===== src/rtl/ar_pkg.sv =====
// Shared definitions for the two-wire return-to-zero word link (both directions).
// Latency: n/a (constants, types and a parity helper only).
// Backpressure: n/a.
package ar_pkg;

  localparam int AR_WORD_BITS    = 32;
  localparam int AR_ADR_BITS     = 8;
  localparam int AR_DAT_BITS     = 23;
  // Receiver idle time (clk) after which it resynchronises to a word start.
  localparam int AR_RX_THRESHOLD = 3001;

  typedef enum logic [1:0] {
    IDLE = 2'd0,
    SEND = 2'd1,
    GAP  = 2'd2
  } ar_state_t;

  // Odd parity: makes the total count of ones over the 32-bit word odd.
  function automatic logic ar_parity(input logic [AR_ADR_BITS-1:0] adr,
                                     input logic [AR_DAT_BITS-1:0] dat);
    return ~^{adr, dat};
  endfunction

endpackage


===== src/rtl/ar_bit_timer.sv =====
// Bit-period timer: cb_tact counts 0..BIT_DIV-1, flags the first half and the last tick.
// Latency: combinational flags from the registered count.
// Backpressure: none; clr holds the count at zero.
module ar_bit_timer #(
  parameter int BIT_DIV = 500
) (
  input  logic                       clk,
  input  logic                       rst_n,
  input  logic                       clr,
  output logic [$clog2(BIT_DIV)-1:0] cb_tact,
  output logic                       half_phase,
  output logic                       bit_end
);

  localparam int TW = $clog2(BIT_DIV);
  localparam logic [TW-1:0] TACT_LAST = TW'(BIT_DIV - 1);
  localparam logic [TW-1:0] TACT_HALF = TW'(BIT_DIV / 2);

  // Free-running modulo-BIT_DIV count, held at zero while cleared.
  always_ff @(posedge clk or negedge rst_n) begin
    if (!rst_n) begin
      cb_tact <= '0;
    end else if (clr || bit_end) begin
      cb_tact <= '0;
    end else begin
      cb_tact <= cb_tact + 1'b1;
    end
  end

  assign half_phase = (cb_tact < TACT_HALF);
  assign bit_end    = (cb_tact == TACT_LAST);

endmodule


===== src/rtl/ar_txd.sv =====
// Two-wire RZ word transmitter: 8-bit address, 23-bit data (LSB first), odd parity.
// Latency: lines and en_tx go active 1 clk after an accepted st; word period 32*BIT_DIV + GAP_BITS*BIT_DIV.
// Backpressure: st is only sampled in IDLE; requests while en_tx is high are dropped.
module ar_txd
  import ar_pkg::*;
#(
  parameter int BIT_DIV  = 500,
  parameter int GAP_BITS = 8
) (
  input  logic        clk,
  input  logic        rst_n,
  input  logic        st,
  input  logic [7:0]  adr,
  input  logic [22:0] dat,
  output logic        TXD1,
  output logic        TXD0,
  output logic        en_tx,
  output logic        ce_done,
  output logic [4:0]  cb_bit
);

  localparam int TW = $clog2(BIT_DIV);
  localparam int GW = $clog2(GAP_BITS + 1);
  localparam logic [4:0]    LAST_BIT = 5'(AR_WORD_BITS - 1);
  localparam logic [TW-1:0] HALF_M1  = TW'(BIT_DIV / 2 - 1);
  localparam logic [GW-1:0] GAP_LAST = GW'(GAP_BITS - 1);

  ar_state_t                state, state_nxt;
  logic [AR_WORD_BITS-1:0]  sr, sr_nxt, word_in;
  logic [AR_DAT_BITS-1:0]   dat_rev;
  logic [4:0]               cb_bit_nxt;
  logic [TW-1:0]            cb_tact;
  logic [GW-1:0]            gcnt;
  logic                     half_phase, bit_end, gap_last, line_on, tmr_clr;

  // The timer sits at zero in IDLE so the first bit starts with a full period.
  assign tmr_clr = (state == IDLE);

  ar_bit_timer #(.BIT_DIV(BIT_DIV)) u_timer (
    .clk       (clk),
    .rst_n     (rst_n),
    .clr       (tmr_clr),
    .cb_tact   (cb_tact),
    .half_phase(half_phase),
    .bit_end   (bit_end)
  );

  // The gap counts whole bit periods on the shared timer.
  assign gap_last = bit_end && (gcnt == GAP_LAST);

  // Data goes out LSB first, so it is stored bit-reversed behind the address.
  always_comb begin
    dat_rev = '0;
    for (int i = 0; i < AR_DAT_BITS; i++) begin
      dat_rev[i] = dat[AR_DAT_BITS-1-i];
    end
  end

  assign word_in = {adr, dat_rev, ar_parity(adr, dat)};

  // FSM state register.
  always_ff @(posedge clk or negedge rst_n) begin
    if (!rst_n) begin
      state <= IDLE;
    end else begin
      state <= state_nxt;
    end
  end

  // FSM next-state logic.
  always_comb begin
    state_nxt = state;
    unique case (state)
      IDLE:    if (st) state_nxt = SEND;
      SEND:    if (bit_end && (cb_bit == LAST_BIT)) state_nxt = GAP;
      GAP:     if (gap_last) state_nxt = IDLE;
      default: state_nxt = IDLE;
    endcase
  end

  // FSM outputs; line_on is the half-phase of the *next* cycle so the lines can be registered.
  always_comb begin
    en_tx   = (state != IDLE);
    ce_done = (state == GAP) && gap_last;
    line_on = (state_nxt == SEND) &&
              ((state == IDLE) || bit_end || (half_phase && (cb_tact != HALF_M1)));
  end

  // Shift register and bit index: load on accept, advance at each bit boundary except after bit 31.
  always_comb begin
    sr_nxt     = sr;
    cb_bit_nxt = cb_bit;
    if ((state == IDLE) && st) begin
      sr_nxt     = word_in;
      cb_bit_nxt = '0;
    end else if ((state == SEND) && bit_end && (cb_bit != LAST_BIT)) begin
      sr_nxt     = sr << 1;
      cb_bit_nxt = cb_bit + 1'b1;
    end
  end

  // Datapath registers.
  always_ff @(posedge clk or negedge rst_n) begin
    if (!rst_n) begin
      sr     <= '0;
      cb_bit <= '0;
    end else begin
      sr     <= sr_nxt;
      cb_bit <= cb_bit_nxt;
    end
  end

  // Gap length counter, idle outside GAP.
  always_ff @(posedge clk or negedge rst_n) begin
    if (!rst_n) begin
      gcnt <= '0;
    end else if (state != GAP) begin
      gcnt <= '0;
    end else if (bit_end) begin
      gcnt <= gcnt + 1'b1;
    end
  end

  // Registered line drivers: current bit on one line during the first half, both null otherwise.
  always_ff @(posedge clk or negedge rst_n) begin
    if (!rst_n) begin
      TXD1 <= 1'b0;
      TXD0 <= 1'b0;
    end else begin
      TXD1 <= line_on &  sr_nxt[AR_WORD_BITS-1];
      TXD0 <= line_on & ~sr_nxt[AR_WORD_BITS-1];
    end
  end

endmodule


===== config.mk =====
export PLATFORM = sky130hd
export DESIGN_NAME = ar_txd
export DESIGN_NICKNAME = d
export VERILOG_FILES = /design/src/rtl/ar_pkg.sv /design/src/rtl/ar_bit_timer.sv /design/src/rtl/ar_txd.sv
export SDC_FILE = /design/constraint.sdc
export NUM_CORES = 1
export LEC_CHECK = 0
export ABC_CLOCK_PERIOD_IN_PS = 7000
export CORE_AREA = 2 2 97 71
export CTS_CLUSTER_DIAMETER = 80
export CTS_CLUSTER_SIZE = 8
export DETAILED_ROUTE_END_ITERATION = 10
export DIE_AREA = 0 0 99 73
export PLACE_DENSITY = 0.67
export SETUP_SLACK_MARGIN = 0.4
export SYNTH_ARGS = -nofsm -noshare
export SYNTH_HDL_FRONTEND = slang
export SYNTH_SLANG_ARGS = --single-unit

===== constraint.sdc =====
create_clock -name clk -period 7 [get_ports clk]
set_clock_uncertainty 0.05 [all_clocks]
set_input_delay 0.7 -clock clk [delete_from_list [all_inputs] [get_ports clk]]
set_output_delay 0.7 -clock clk [all_outputs]
set_load 0.005 [all_outputs]

Yosys cells after proc, flatten, opt, wreduce, memory -nomap -nowiden

Cells that the tools add are included.

Bitwise logic cells: 3
Magnitude comparators: 1
Reduce and logical (&&, ||, !) cells: 15
Muxes and demuxes: 11
Eq/ne operators: 9
$add $sub $neg: 3

Operators with widths:

| operator                                            | number |
|---|---|
| 2-to-1 mux 32 bit                                   | 2 |
| XNOR reduction 31 bit                               | 1 |
| 2-to-1 mux 5 bit                                    | 2 |
| adder 9 x 1 -> 9 bit (second input constant)        | 1 |
| == test 9 bit (second input constant)               | 1 |
| < comparator 9 x 8 -> 1 bit (second input constant) | 1 |
| 2-to-1 mux 9 bit                                    | 1 |
| != test 9 x 8 -> 1 bit (second input constant)      | 1 |
| logical AND 1 bit                                   | 8 |
| 2-to-1 mux 4 bit                                    | 2 |
| 2-to-1 mux 2 bit                                    | 3 |
| one-hot mux 2 bit (3 select lines)                  | 1 |
| nonzero test 2 bit                                  | 3 |
| adder 5 x 1 -> 5 bit (second input constant)        | 1 |
| == test 5 bit (second input constant)               | 1 |
| != test 5 bit (second input constant)               | 1 |
| adder 4 x 1 -> 4 bit (second input constant)        | 1 |
| == test 2 x 1 -> 1 bit (second input constant)      | 2 |
| == test 4 x 3 -> 1 bit (second input constant)      | 1 |
| bitwise AND 1 bit                                   | 2 |
| == test 2 bit (second input constant)               | 1 |
| logical NOT 2 bit                                   | 1 |
| logical OR 1 bit                                    | 2 |
| != test 2 bit (second input constant)               | 1 |
| inverter 1 bit                                      | 1 |

Register bits after elaboration: 54
Output and inout bits: 9
Input port bits: 34

Depth between registers and ports, before layout

Gate-level depths: netlist (run 1).

Word-level depth: 7
Mapped depth: 10
Gate-level depth less buffers: 8

Hierarchy

From an unflattened synthesis (run 1), not the netlist that was laid out.

Cell total of the unflattened synthesis: 281
Area total of the unflattened synthesis: 2795.2 µm²

Modules (own cells, without submodules):

| module       | instances | cells each | sequential area each (µm²) | area each (µm²) |
|---|---|---|---|---|
| ar_txd       | 1         | 225        | 1126.1                     | 2277.2 |
| ar_bit_timer | 1         | 56         | 225.2                      | 518.0 |

Worst setup path after synthesis (run 1)

OpenSTA, ideal clock, no wires.

Path kind: register to register
Start: register cb_bit[0]
End: register sr[14]
Data arrival time: 2079 ps
Clock period less this slack: 2253 ps
Cell stages (with the launch flop): 11
Setup time: 124 ps
Data required time: 6826 ps
Buffers on the path: 2
Slack: 4747 ps
Cells stage by stage: dfrtp_1 ha_1 and3_1 ha_1 or3b_4 nor4_4 nor2_1 buf_2 buf_6 nand2_1 nand2_1

Word-level cells in the longest chain between the ends: 3

RTL lines:

| element                      | RTL line      | source |
|---|---|---|
| start: declaration           | ar_txd.sv:19  | `output logic [4:0] cb_bit` |
| start signal: assignment     | ar_txd.sv:109 | `cb_bit <= cb_bit_nxt;` |
| != test 5 bit                | ar_txd.sv:96  | `end else if ((state == SEND) && bit_end && (cb_bit != LAST_BIT)) begin` |
| logical AND 1 bit            | ar_txd.sv:96  |  |
| nonzero test 2 bit (no line) | n/a           |  |
| end signal: assignment       | ar_txd.sv:108 | `sr <= sr_nxt;` |
| end: declaration             | ar_txd.sv:29  | `logic [AR_WORD_BITS-1:0] sr, sr_nxt, word_in;` |

No other way between the ends.
A chain may end at the register's enable or synchronous reset.

Final worst setup path (run 1)

Start: register u_timer.cb_tact[0]
End: output port ce_done

Word-level cells in the longest chain between the ends: 3

RTL lines:

| element                  | RTL line           | source |
|---|---|---|
| start: declaration       | ar_bit_timer.sv:10 | `output logic [$clog2(BIT_DIV)-1:0] cb_tact,` |
| start signal: assignment | ar_bit_timer.sv:26 | `cb_tact <= cb_tact + 1'b1;` |
| == test 9 bit            | ar_bit_timer.sv:31 | `assign bit_end = (cb_tact == TACT_LAST);` |
| logical AND 1 bit        | ar_txd.sv:49       | `assign gap_last = bit_end && (gcnt == GAP_LAST);` |
| logical AND 1 bit        | ar_txd.sv:84       | `ce_done = (state == GAP) && gap_last;` |
| end: declaration         | ar_txd.sv:18       | `output logic ce_done,` |

No other way between the ends.

==> results.yml, run 1 <==
status:
  outcome: "complete, no violations"
clock_network:
  cts_buffer_depth: 2
  cts-buffers-inserted: 5
  cts_sinks: 54
  cts_tree: "done"
  cts-root-buf: "clkbuf_8"
  ctsHoldBuffers: 0
  clkLatencyLatePin_ns: 0.30
  ctsHtreeMaxLevel: 2
  cts_setup_buffers: 0
  clk_pin_slew_ns: 0.09
  cts_resized: 0
worst_setup_path:
  worstSetupStartpointType: "flop"
  worst-path-max-fanout: 6
  reg2reg_depth: 10
  arrival_ns: 2.27
  critical_path.endpoint_type: "output port"
  crit_required_ns: 6.25
  r2r-start: "cb_bit[0]$_DFFE_PN0P_"
  path_cells: "ha_1 -> nand2b_1 -> or3_1 -> nor3_1 -> clkdlybuf4s50_1"
  critPathSlowestCell: "clkdlybuf4s50_1"
  path_class: "reg -> out"
  r2r_slack_ns: 4.10
  r2r_end: "sr[17]$_DFFE_PN0P_"
  slowest_delay_ns: 0.52
timing:
  setup_violations: 0
  slew_viol_final: 0
  setup_tns_ns: 0
  min_period_over_period: 0.431
  period_needed_ns: 3.02
  fmax_mhz: 332
  slew_headroom: 0.544
  rsz0062_at_grt: "no"
  max_slew.worst_pin.slew_ns: 0.684
  hold_viol: 0
synthesis:
  yosys.area_share.simple: 0.208
  yosysSeqAreaShare: 0.492
  synth_top_family_by_area: "simple AND/OR/NAND/NOR gates"
  ys_seq_elements: 54
  syn_inst: 273
  synthDistinctLibCells: 35
  synth_compound_area_frac: 0.105
  postSynthAreaPerCell_um2: 10.1
  synth.cell_area_um2: 2740
  synth_mux_area_frac: 0.00365
  synth_fa_ha_area_frac: 0.0228
  synth_nets: 312
  synth-xor-area-share: 0.138
  synth_warnings: 0
drt:
  vias_per_cell: 4.96
  wirelength_mm: 5.42
  drc: 0
  wl_per_cell_um: 13.7
  final_antenna_net_count: 0
  drtIter0Drc: 111
  via_count: 1964
  firstDrtPassIters: 5
cells_and_area:
  area_delta_synth_final_pct: 21.2
  final_area_um2: 3320
  n_fill_cell: 592
  seq_area_um2: 1350
  antenna_cells: 0
  multi_input_area_um2: 1310
  final_util: 0.518
  nets: 353
  layout-drive-gt1-share: 0.0571
grt:
  grt-ovfl-total: 0
  antenna_found_initial: 0
  grt_pass1_wl_mm: 9.21
  track_usage: 0.160
  grt_pass1_vias: 1866
  grt_start_max_net_pins: 55
placed_design:
  dp_hpwl_mm: 3.77
  place_congestion: 0.815
  dpl_cell_area_um2: 3220
  portBuffers: 42
die:
  die_x_um: 99
  start_util: 0.428
  core_area_um2: 6410
  boundaryPins: 43
  dieArea_um2: 7230
  rows: 25
  die_y_um: 73
hold_path:
  hp-class: "reg -> reg"
  hold-path-endpoint: "sr[21]$_DFFE_PN0P_"
  hold_depth: 2
  worst_hold_startpoint: "sr[21]$_DFFE_PN0P_"
pwr:
  peakVddDrop_v: 0.000117
  powerDensity_nw_per_um2: 226
  p_leak_nw: 1.50
run:
  drv_cap: 0
[how the worst max path moves through the flow]
stage,to,cells past startpoint,slack (ns),start
after floorplan,sr[14]$_DFFE_PN0P_,10,4.75,cb_bit[0]$_DFFE_PN0P_
after global placement,sr[11]$_DFFE_PN0P_,10,4.19,cb_bit[0]$_DFFE_PN0P_
after detailed placement,sr[7]$_DFFE_PN0P_,10,4.10,cb_bit[0]$_DFFE_PN0P_
after CTS,ce_done,5,3.96,u_timer.cb_tact[0]$_DFF_PN0_
after global routing,sr[18]$_DFFE_PN0P_,10,3.82,cb_bit[0]$_DFFE_PN0P_
final,ce_done,5,3.98,u_timer.cb_tact[0]$_DFF_PN0_
[cells in the final DEF (no fill, tap or decap), types with 2 or more instances in the layout]
cell / n
a21oi_1: 4
a22oi_1: 29
and2_1: 2
and3_1: 2
buf_4: 4
clkbuf_1: 2
clkbuf_8: 5
clkdlybuf4s50_1: 41
dfrtp_1: 54
ha_1: 5
inv_1: 2
nand2_1: 72
nand2b_1: 4
nand3_1: 2
nand3b_1: 3
nor2_1: 22
nor3_1: 3
nor3_2: 3
o21ai_0: 4
xnor2_1: 26
xnor3_1: 4
xor2_1: 7
[flip-flops by register name, indices dropped and copies added (netlist names)]
name	count
TXD0	1
TXD1	1
cb_bit	5
gcnt	4
sr	32
state	2
u_timer.cb_tact	9
[Yosys cell counts, drive strengths merged]
| library cell | count | area share |
|---|---|---|
| xnor2 | 26 | 0.083 |
| inv | 2 | 0.0027 |
| nor2b | 1 | 0.0023 |
| or3 | 1 | 0.0023 |
| nand2b | 4 | 0.0091 |
| o21ai | 4 | 0.0073 |
| nand3 | 2 | 0.0036 |
| dfrtp | 54 | 0.49 |
| clkbuf | 6 | 0.0082 |
| xnor3 | 4 | 0.033 |
| o21a | 1 | 0.0027 |
| ha | 5 | 0.023 |
| nor3 | 6 | 0.016 |
| nor4 | 1 | 0.0078 |
| or2 | 1 | 0.0023 |
| or3b | 1 | 0.0041 |
| xor2 | 7 | 0.022 |
| buf | 6 | 0.018 |
| and2 | 2 | 0.0046 |
| o31a | 1 | 0.0032 |
| o22ai | 1 | 0.0023 |
| and3 | 2 | 0.0046 |
| nor2 | 22 | 0.030 |
| mux2i | 1 | 0.0036 |
| a21oi | 4 | 0.0073 |
| nand3b | 3 | 0.0082 |
| nand2 | 72 | 0.098 |
| nand4 | 3 | 0.015 |
| a22oi | 29 | 0.079 |
| a311oi | 1 | 0.0032 |
[cells by family after synthesis]
kind of cell / count (synthesis)
and+or+nand+nor: 121
DFF: 54
AOI/OAI and AO/OA: 41
xor gates and xnor gates: 37
buffers and inverters: 14
adders and majority gates: 5
muxes: 1
[metal layers]
layer	GRT usage	part of all wire	vias up
met5	0	0	-
met4	0.0365	0.0044	0
met3	0.0316	0.050	2
met2	0.231	0.43	40
met1	0.249	0.51	924
li1	-	-	998
[critical path, delay by kind of cell (launching register included)]
family / cells / cell delay, ns
AND/OR/NAND/NOR: 3 / 0.84
buffers and inverters: 1 / 0.52
flip-flops: 1 / 0.41
adder cells (fa/ha/maj): 1 / 0.20
[power breakdown]
part           leakage [nW]  internal (W)  total [W]  switching, W
Clock                0.0524      0.000107   0.000204     0.0000967
Sequential            0.688      0.000352   0.000392     0.0000396
Combinational         0.758     0.0000898   0.000156     0.0000661
Total                  1.50      0.000549   0.000752      0.000202
[cell type report]
type / instances / share of cell area
clock buffer: 7 / 0.0230
clock inverter: 1 / 0.00903
inverter: 2 / 0.00226
multi-input combinational: 205 / 0.395
sequential: 54 / 0.406
tap: 81 / 0.0305
timing repair buffer: 46 / 0.134
[per-stage QoR]
step	std cells	hold WS, ns	power (W)	setup WS (ns)
finish	396	0.432	0.000752	3.98
global route	396	0.452	0.000796	3.82
CTS	396	0.436	0.000763	3.96
detailed placement	388	0.413	0.000555	4.10
global placement	388	0.409	0.000550	4.19
floorplan	273	0.354	0.000492	4.75
Power figures use the tool's default switching activity.
==> inputs of run 2 (changes only) <==
--- a/config.mk
+++ b/config.mk
@@ -5,7 +5,7 @@
 export SDC_FILE = /design/constraint.sdc
 export NUM_CORES = 1
 export LEC_CHECK = 0
-export ABC_CLOCK_PERIOD_IN_PS = 7000
+export ABC_CLOCK_PERIOD_IN_PS = 3000
 export CORE_AREA = 2 2 97 71
 export CTS_CLUSTER_DIAMETER = 80
 export CTS_CLUSTER_SIZE = 8
==> constraint.sdc (replaced) <==
create_clock -name clk -period 3 [get_ports clk]
set_clock_uncertainty 0.05 [all_clocks]
set_input_delay 0.3 -clock clk [delete_from_list [all_inputs] [get_ports clk]]
set_output_delay 0.3 -clock clk [all_outputs]
set_load 0.005 [all_outputs]
==> run 2 against run 1 <==
Against the previous run: the flow now finishes with violations (negative hold slack); die area unchanged; critical path depth unchanged; critical path type unchanged; critical endpoint unchanged; wire length increased by 2.5%.
==> results.yml, run 2 (synthesis gave the netlist of run 1 again) <==
status:
  outcome: "finished with violations"
  violations: "negative hold slack"
die:
  core_area_um2: 6410
  start_util: 0.428
  rows: 25
  boundaryPins: 43
  dieArea_um2: 7230
  die_y_um: 73
  die_x_um: 99
pwr:
  p_leak_nw: 1.53
  sequentialPowerShare: 0.549
  p_switching_w: 0.000463
  p_sw_frac: 0.279
  peakVddDrop_v: 0.000253
  pwr-share-clk: 0.226
  p_comb_frac: 0.225
  powerDensity_nw_per_um2: 489
  power.internal_w: 0.00120
timing:
  max_slew.worst_pin.slew_ns: 0.704
  fin_ws_ns: 0.485
  period_needed_ns: 2.51
  setup_tns_ns: 0
  setup_violations: 0
  min_period_over_period: 0.838
  fmax_mhz: 398
  slew_headroom: 0.530
  fin_hold_ws_ns: -0.00668
  rsz0062_at_grt: "yes"
  slew_viol_final: 0
  hold_viol: 23
drt:
  via_count: 2000
  vias_per_cell: 4.99
  wl_per_cell_um: 13.9
  final_antenna_net_count: 0
  drtIter0Drc: 128
  drc: 0
  firstDrtPassIters: 4
  wirelength_mm: 5.56
clock_network:
  cts-buffers-inserted: 5
  cts_sinks: 54
  cts_buffer_depth: 2
  cts-root-buf: "clkbuf_8"
  ctsHtreeMaxLevel: 2
  ctsHoldBuffers: 0
  clk_pin_slew_ns: 0.09
  cts_tree: "done"
  clkLatencyLatePin_ns: 0.30
worst_setup_path:
  path_cells: "ha_1 -> nand2b_2 -> or3_4 -> nor3_1 -> clkdlybuf4s50_1"
  critPathTopFamily: "simple AND/OR/NAND/NOR gates"
  critPathSlowestCell: "clkdlybuf4s50_1"
  slowest_delay_ns: 0.52
  worst-path-buf-inv: 1
  worstSetupStartpointType: "flop"
  critical_path.endpoint_type: "output port"
  arrival_ns: 2.16
  crit_required_ns: 2.65
  path_class: "reg -> out"
  worst-path-max-fanout: 6
cells_and_area:
  antenna_cells: 0
  largest_reg_flops: 32
  layout-drive-gt1-share: 0.0781
  reg_top3: "sr (32), u_timer.cb_tact (9), cb_bit (5)"
  layout_commonest_cell: "nand2_1"
  nets: 359
  area_delta_synth_final_pct: 23.8
  layout_common_cells: "nand2_1, dfrtp_1, clkdlybuf4s50_1"
  top_register: "sr"
placed_design:
  dp_hpwl_mm: 3.76
  pre_cts_slack_ns: 0.476
  portBuffers: 42
  place_congestion: 0.736
grt:
  antenna_found_initial: 0
  grt_pass1_vias: 1843
  grt_pass1_wl_mm: 8.65
  grt_start_max_net_pins: 41
  grt-ovfl-total: 0
  track_usage: 0.151
hold_path:
  hp-class: "in -> async"
run:
  drv_cap: 0
-- run 2: changes by cell type in the layout (fill, tap and decap cells not counted) --
cell,before,now
buf_12,0,1
buf_4,4,6
buf_6,0,1
bufinv_16,1,0
clkbuf_16,0,2
nand2b_1,4,3
nand2b_2,0,1
or3_1,1,0
or3_4,0,1
-- run 2: path summary, 6_finish.rpt --
path / slack (ns) / cells past startpoint / start / to
max: 0.49 / 5 / u_timer.cb_tact[0]$_DFF_PN0_ / ce_done
min: -0.007 / 1 / rst_n / sr[0]$_DFFE_PN0P_
max reg2reg: 0.51 / 10 / cb_bit[0]$_DFFE_PN0P_ / sr[12]$_DFFE_PN0P_
min reg2reg: 0.43 / 2 / sr[13]$_DFFE_PN0P_ / sr[13]$_DFFE_PN0P_
max in group asynchronous: 2.27 / 2 / rst_n / sr[19]$_DFFE_PN0P_
min in group clk: 0.43 / 2 / sr[13]$_DFFE_PN0P_ / sr[13]$_DFFE_PN0P_
-- run 2: repair_timing --
item | CTS | global route
buffers inserted | 0 | 3
cloned | 0 | 2
pin swaps | 0 | 1
setup endpoints to repair | 1 | 30
gates resized for setup | 1 | 2
-- run 2: worst register-to-register path, cell delays in order (launching register included) --
cell and delay, ns:
dfrtp_1 0.41, ha_1 0.22, and3_1 0.19, ha_1 0.20
or3b_4 0.41, nor4_4 0.32, buf_12 0.18, nor2_1 0.05
buf_6 0.20, nand2_1 0.09, nand2_1 0.06
-- run 2: layout make-up --
class / count / area, um^2
inverters: 2 / 7.51
flip-flops and latches: 54 / 1350
well taps: 81 / 101
multi-input cells: 205 / 1320
repair buffers: 52 / 542
clock buffers: 7 / 76.3
fillers: 578 / 3010
-- run 2: power by group through the flow --
stage / Combinational (W) / Clock [W] / Sequential (W)
global route: 0.000416 / 0.000417 / 0.000927
CTS: 0.000372 / 0.000389 / 0.000912
floorplan: 0.000238 / 0 / 0.000909
global placement: 0.000362 / 0 / 0.000924
finish: 0.000373 / 0.000376 / 0.000913
detailed placement: 0.000369 / 0 / 0.000925
-- run 2: through the flow --
step | utilization | area (um^2) | total power, W | cells | hold WS (ns)
after global routing | 0.530 | 3400 | 0.00176 | 401 | 0.0311
after CTS | 0.518 | 3320 | 0.00167 | 396 | 0.0184
final | 0.530 | 3400 | 0.00166 | 401 | -0.00668
after global placement | 0.505 | 3240 | 0.00129 | 389 | 0.340
after detailed placement | 0.505 | 3240 | 0.00129 | 389 | 0.349
after floorplan | - | 2740 | 0.00115 | 273 | -0.0456
-- run 2: layer usage --
| layer | routed length [um] | vias to the layer above | track usage |
|---|---|---|---|
| li1 | - | 1013 | - |
| met3 | 278 | 7 | 0.0307 |
| met2 | 2350 | 50 | 0.212 |
| met1 | 2860 | 930 | 0.234 |
| met4 | 65 | 0 | 0.0457 |
| met5 | 0 | - | 0 |
